$ cat config.mk
export PLATFORM = sky130hd
export DESIGN_NAME = rx_data_sampler
export DESIGN_NICKNAME = d
export VERILOG_FILES = /design/src/rtl/rx_data_sampler.sv
export SDC_FILE = /design/constraint.sdc
export NUM_CORES = 1
export LEC_CHECK = 0
export ABC_CLOCK_PERIOD_IN_PS = 8300
export CAP_MARGIN = 20
export CORE_ASPECT_RATIO = 0.75
export CORE_MARGIN = 10
export CORE_UTILIZATION = 60
export DETAILED_ROUTE_END_ITERATION = 8
export PLACE_DENSITY = 0.85
export SKIP_LAST_GASP = 1
export SYNTH_ARGS = -nofsm -noshare
export SYNTH_HDL_FRONTEND = slang
export SYNTH_SLANG_ARGS = --single-unit
$ cat constraint.sdc
create_clock -name CLK -period 8.3 [get_ports CLK]
set_input_delay 1.66 -clock CLK [delete_from_list [all_inputs] [get_ports CLK]]
set_output_delay 1.66 -clock CLK [all_outputs]
set_load 0.02 [all_outputs]
$ cat src/rtl/rx_data_sampler.sv
// UART RX oversampling front-end: 2-flop synchroniser, per-bit edge counter, 3-sample
// mid-bit majority vote. Optional SAMP_GLITCH_FLAG_EN adds samp_glitch (samples disagreed).
module rx_data_sampler #(
  parameter int PRESC_W = 6
) (
  input  logic               CLK,
  input  logic               RST,
  input  logic               RX_IN,
  input  logic               dat_samp_en,
  input  logic [PRESC_W-1:0] Prescale,
`ifdef SAMP_GLITCH_FLAG_EN
  output logic               samp_glitch,
`endif
  output logic               sampled_bit,
  output logic               finish_s,
  output logic               bit_tick,
  output logic [PRESC_W-1:0] edge_cnt
);

  localparam logic [PRESC_W-1:0] P_MIN = PRESC_W'(8);
  localparam logic [PRESC_W-1:0] ONE   = PRESC_W'(1);

  // Ratio must be even and at least 8 so the three samples and the vote fit before the last edge.
  function automatic logic [PRESC_W-1:0] clean_presc(input logic [PRESC_W-1:0] p);
    logic [PRESC_W-1:0] even;
    even = {p[PRESC_W-1:1], 1'b0};
    return (even < P_MIN) ? P_MIN : even;
  endfunction

  function automatic logic majority3(input logic a, input logic b, input logic c);
    return (a & b) | (a & c) | (b & c);
  endfunction

  logic               sync1_q, sync2_q;
  logic               en_prev_q;
  logic [PRESC_W-1:0] p_q, p_d;
  logic [PRESC_W-1:0] cnt_q, cnt_d;
  logic [1:0]         samp_q, samp_d;
  logic               sampled_q, sampled_d;
  logic               finish_q, finish_d;
  logic               tick_q, tick_d;
  logic [PRESC_W-1:0] half, last;
  logic               en_rise;
`ifdef SAMP_GLITCH_FLAG_EN
  logic               glitch_q, glitch_d;
`endif

  always_comb begin
    en_rise   = dat_samp_en & ~en_prev_q;
    p_d       = en_rise ? clean_presc(Prescale) : p_q;
    half      = p_d >> 1;
    last      = p_d - ONE;
    cnt_d     = '0;
    samp_d    = samp_q;
    sampled_d = sampled_q;
    finish_d  = 1'b0;
    tick_d    = 1'b0;
`ifdef SAMP_GLITCH_FLAG_EN
    glitch_d  = 1'b0;
`endif
    if (dat_samp_en) begin
      cnt_d = (cnt_q == last) ? '0 : cnt_q + ONE;
      if (cnt_q == half - ONE) samp_d[0] = sync2_q;
      if (cnt_q == half)       samp_d[1] = sync2_q;
      // Third sample is the live synchronised line; the vote lands as edge_cnt reaches H+2.
      if (cnt_q == half + ONE) begin
        sampled_d = majority3(samp_q[0], samp_q[1], sync2_q);
        finish_d  = 1'b1;
`ifdef SAMP_GLITCH_FLAG_EN
        glitch_d  = ~((samp_q[0] == samp_q[1]) && (samp_q[1] == sync2_q));
`endif
      end
      tick_d = (cnt_d == last);
    end
  end

  always_ff @(posedge CLK) begin
    if (!RST) begin
      sync1_q   <= 1'b1;
      sync2_q   <= 1'b1;
      en_prev_q <= 1'b0;
      p_q       <= P_MIN;
      cnt_q     <= '0;
      samp_q    <= 2'b11;
      sampled_q <= 1'b1;
      finish_q  <= 1'b0;
      tick_q    <= 1'b0;
`ifdef SAMP_GLITCH_FLAG_EN
      glitch_q  <= 1'b0;
`endif
    end else begin
      sync1_q   <= RX_IN;
      sync2_q   <= sync1_q;
      en_prev_q <= dat_samp_en;
      p_q       <= p_d;
      cnt_q     <= cnt_d;
      samp_q    <= samp_d;
      sampled_q <= sampled_d;
      finish_q  <= finish_d;
      tick_q    <= tick_d;
`ifdef SAMP_GLITCH_FLAG_EN
      glitch_q  <= glitch_d;
`endif
    end
  end

  assign sampled_bit = sampled_q;
  assign finish_s    = finish_q;
  assign bit_tick    = tick_q;
  assign edge_cnt    = cnt_q;
`ifdef SAMP_GLITCH_FLAG_EN
  assign samp_glitch = glitch_q;
`endif

endmodule

==> results.ini <==
[outcome]
outcome=complete, no violations

[synthesis]
ys_top_cells_by_area=dfxtp_1 (25%), xnor2_1 (7.7%), nor2_1 (5.4%)
syn_avg_cell_area_um2=8.66
async_flop_share_pct=0
synth_top_cell_area_share_pct=25.0
yosysMostFrequentCell=nor2_1
ys_top_cells_by_count=nor2_1 (23), dfxtp_1 (20), xnor2_1 (14)
synth_cell_type_count=62
synth_flop_cell=dfxtp_1
synthesis.nets=199
synth_edf_count=0
yosysSeqAreaShare_pct=25.0
syn_inst=185
yosys.area.top_type=dfxtp_1
yosysWarnings=0
syn_area_mm2=0.00160
ys_ff_latch=20

[grt]
grt_antenna_before_repair=0
grt.total_usage_pct=17.1
grt_max_degree=14
grt_overflow=0
grt_pass1_vias=1383
grt_pass1_wl_um=7090

[sta]
max_slew_margin_pct=57.4
hold_viol=0
final-max-slew-violation-count=0
period_needed_ns=5.29
finClkSkew_ns=0.00727
setup_viol=0
fin_tns_setup_ns=0
layout_worst_path_cycle_share_pct=63.8
clock.fmax_ghz=0.189
rsz0062_at_grt=no
tightest_slew_ns=0.638

[flow_run]
cap_violations=0

[pwr]
p_leak_nw=0.690
max-vdd-ir-drop_v=0.0000616
p_per_area_mw_per_mm2=143

[worst_setup_path]
crit_path_top_delay_cell=clkdlybuf4s50_1
start_kind=input port
crit_path_cell_trace=clkdlybuf4s50_1 -> nand2b_1 -> a2bb2oi_2 -> ha_1 -> inv_1 -> a31oi_4 -> xnor3_1 -> or3_4 -> a2111oi_4 -> nand2b_1 -> nor2_1
crit_type=in2reg
cp_max_fo=11
ff2ff_setup_slack_ns=4.64
cp.arrival_ns=5.51
critPathMostFrequentCell=nand2b_1
critPathMaxStageDelay_ns=0.66
worstPathRequired_ns=8.51
crit_buf_inv=2
endpoint_kind=flop
path_delay_family=compound AO/OA/AOI/OAI gates

[placement]
io_buffers=17
hpwl_um=3110
dp_cells=230
routabilityCongestion=0.966

[routing]
num_vias=1465
via_per_inst=6.26
wirelength_um=4400
drt-initial-drc-count=206
drtPass1Iterations=4
drc=0
drtAntennaViolNets=0
wire_per_inst_um=18.8

[cells_and_area]
drive_gt1_share_pct=13.1
area_delta_synth_final_pct=13.6
instances_no_fill=234
antennaDiodeCount=0
nNetsFinal=213

[floorplan]
io_pins=19
dieArea_mm2=0.00516
die_y_um=64.7
core_mm2=0.00258
start_util_pct=62.0
row_count=16
die_w_um=79.7

[clock_tree]
tritoncts=yes
postCtsHoldBufs=0
cts_resized=0
h-tree-depth=1
post-cts-setup-buffers=0
cts_sinks=20
cts.clk_slew.worst_paths_ns=0.13
cts_buffers=3
worstSkewPairLatency_ns=0.33
cts_buffer_depth=2
clockRootBuffer=clkbuf_4

[hold_path]
hold_path.class=reg2reg

==> kinds of logic after synthesis <==
| logic type | Yosys count | synth area share (%) |
|---|---|---|
| and+or+nand+nor | 72 | 25.0 |
| AOI/OAI and AO/OA | 40 | 21.6 |
| xor gates and xnor gates | 21 | 13.3 |
| buffers and inverters | 20 | 6.17 |
| DFF | 20 | 25.0 |
| muxes | 8 | 5.78 |
| adders and majority gates | 4 | 3.13 |
==> metrics by stage <==
step	power [mW]	hold slack, ns	cell area (um^2)	setup WS [ns]	util, %
4_1_cts	0.256	0.467	1820	3.11	70.4
3_3_place_gp	0.171	0.397	1770	2.98	68.4
6_report	0.260	0.468	1820	3.01	70.4
2_1_floorplan	0.157	0.386	1600	4.18	-
5_1_grt	0.267	0.501	1820	2.83	70.4
3_5_place_dp	0.174	0.427	1770	2.81	68.4
==> flip-flops by register name, indices dropped and copies added (netlist names) <==
register,flops
finish_s,1
sampled_bit,1
sync2_q,1
p_q,6
edge_cnt,6
sync1_q,1
en_prev_q,1
bit_tick,1
samp_q,2
==> placed cells by master (no fill, tap or decap), drive strengths merged, types with 4 or more instances in the layout <==
cell type,netlist,layout
a21oi,4,4
a31oi,5,5
clkdlybuf4s50,0,17
dfxtp,20,20
ha,4,4
inv,11,11
mux2,4,4
mux2i,4,4
nand2,10,10
nand2b,5,5
nand3,6,6
nand4,5,5
nor2,23,23
nor3,4,4
nor4,4,4
o31ai,5,5
xnor2,14,14
xor2,5,5
==> where the power goes <==
| part | total (mW) | internal (mW) | switching, mW |
|---|---|---|---|
| registers | 0.102 | 0.0989 | 0.00322 |
| logic | 0.0733 | 0.0302 | 0.0432 |
| clock network | 0.0842 | 0.0489 | 0.0353 |
==> final timing paths <==
kind	startpoint	endpoint	depth (start not counted)
max	dat_samp_en	edge_cnt[2]$_SDFF_PN0_	11
min	sync1_q$_SDFF_PN1_	sync2_q$_SDFF_PN1_	1
max reg2reg	en_prev_q$_SDFF_PN0_	edge_cnt[2]$_SDFF_PN0_	10
min reg2reg	sync1_q$_SDFF_PN1_	sync2_q$_SDFF_PN1_	1
==> routing by layer <==
| metal | track usage, % | vias up | routed length, um |
|---|---|---|---|
| li1 | - | 699 | - |
| met1 | 22.4 | 691 | 1920 |
| met2 | 26.4 | 70 | 2040 |
| met3 | 3.31 | 5 | 368 |
| met4 | 7.37 | 0 | 70 |
| met5 | 0 | - | 0 |
==> area by class of cell <==
| class | count | area, um^2 |
|---|---|---|
| repair buffers | 18 | 178 |
| inverters | 11 | 41.3 |
| flip-flops and latches | 20 | 400 |
| multi-input cells | 145 | 1100 |
| clock inverters | 1 | 30.0 |
| clock buffers | 3 | 22.5 |
| fillers | 194 | 763 |
| well taps | 36 | 45.0 |
(Power assumes the default switching activity.)
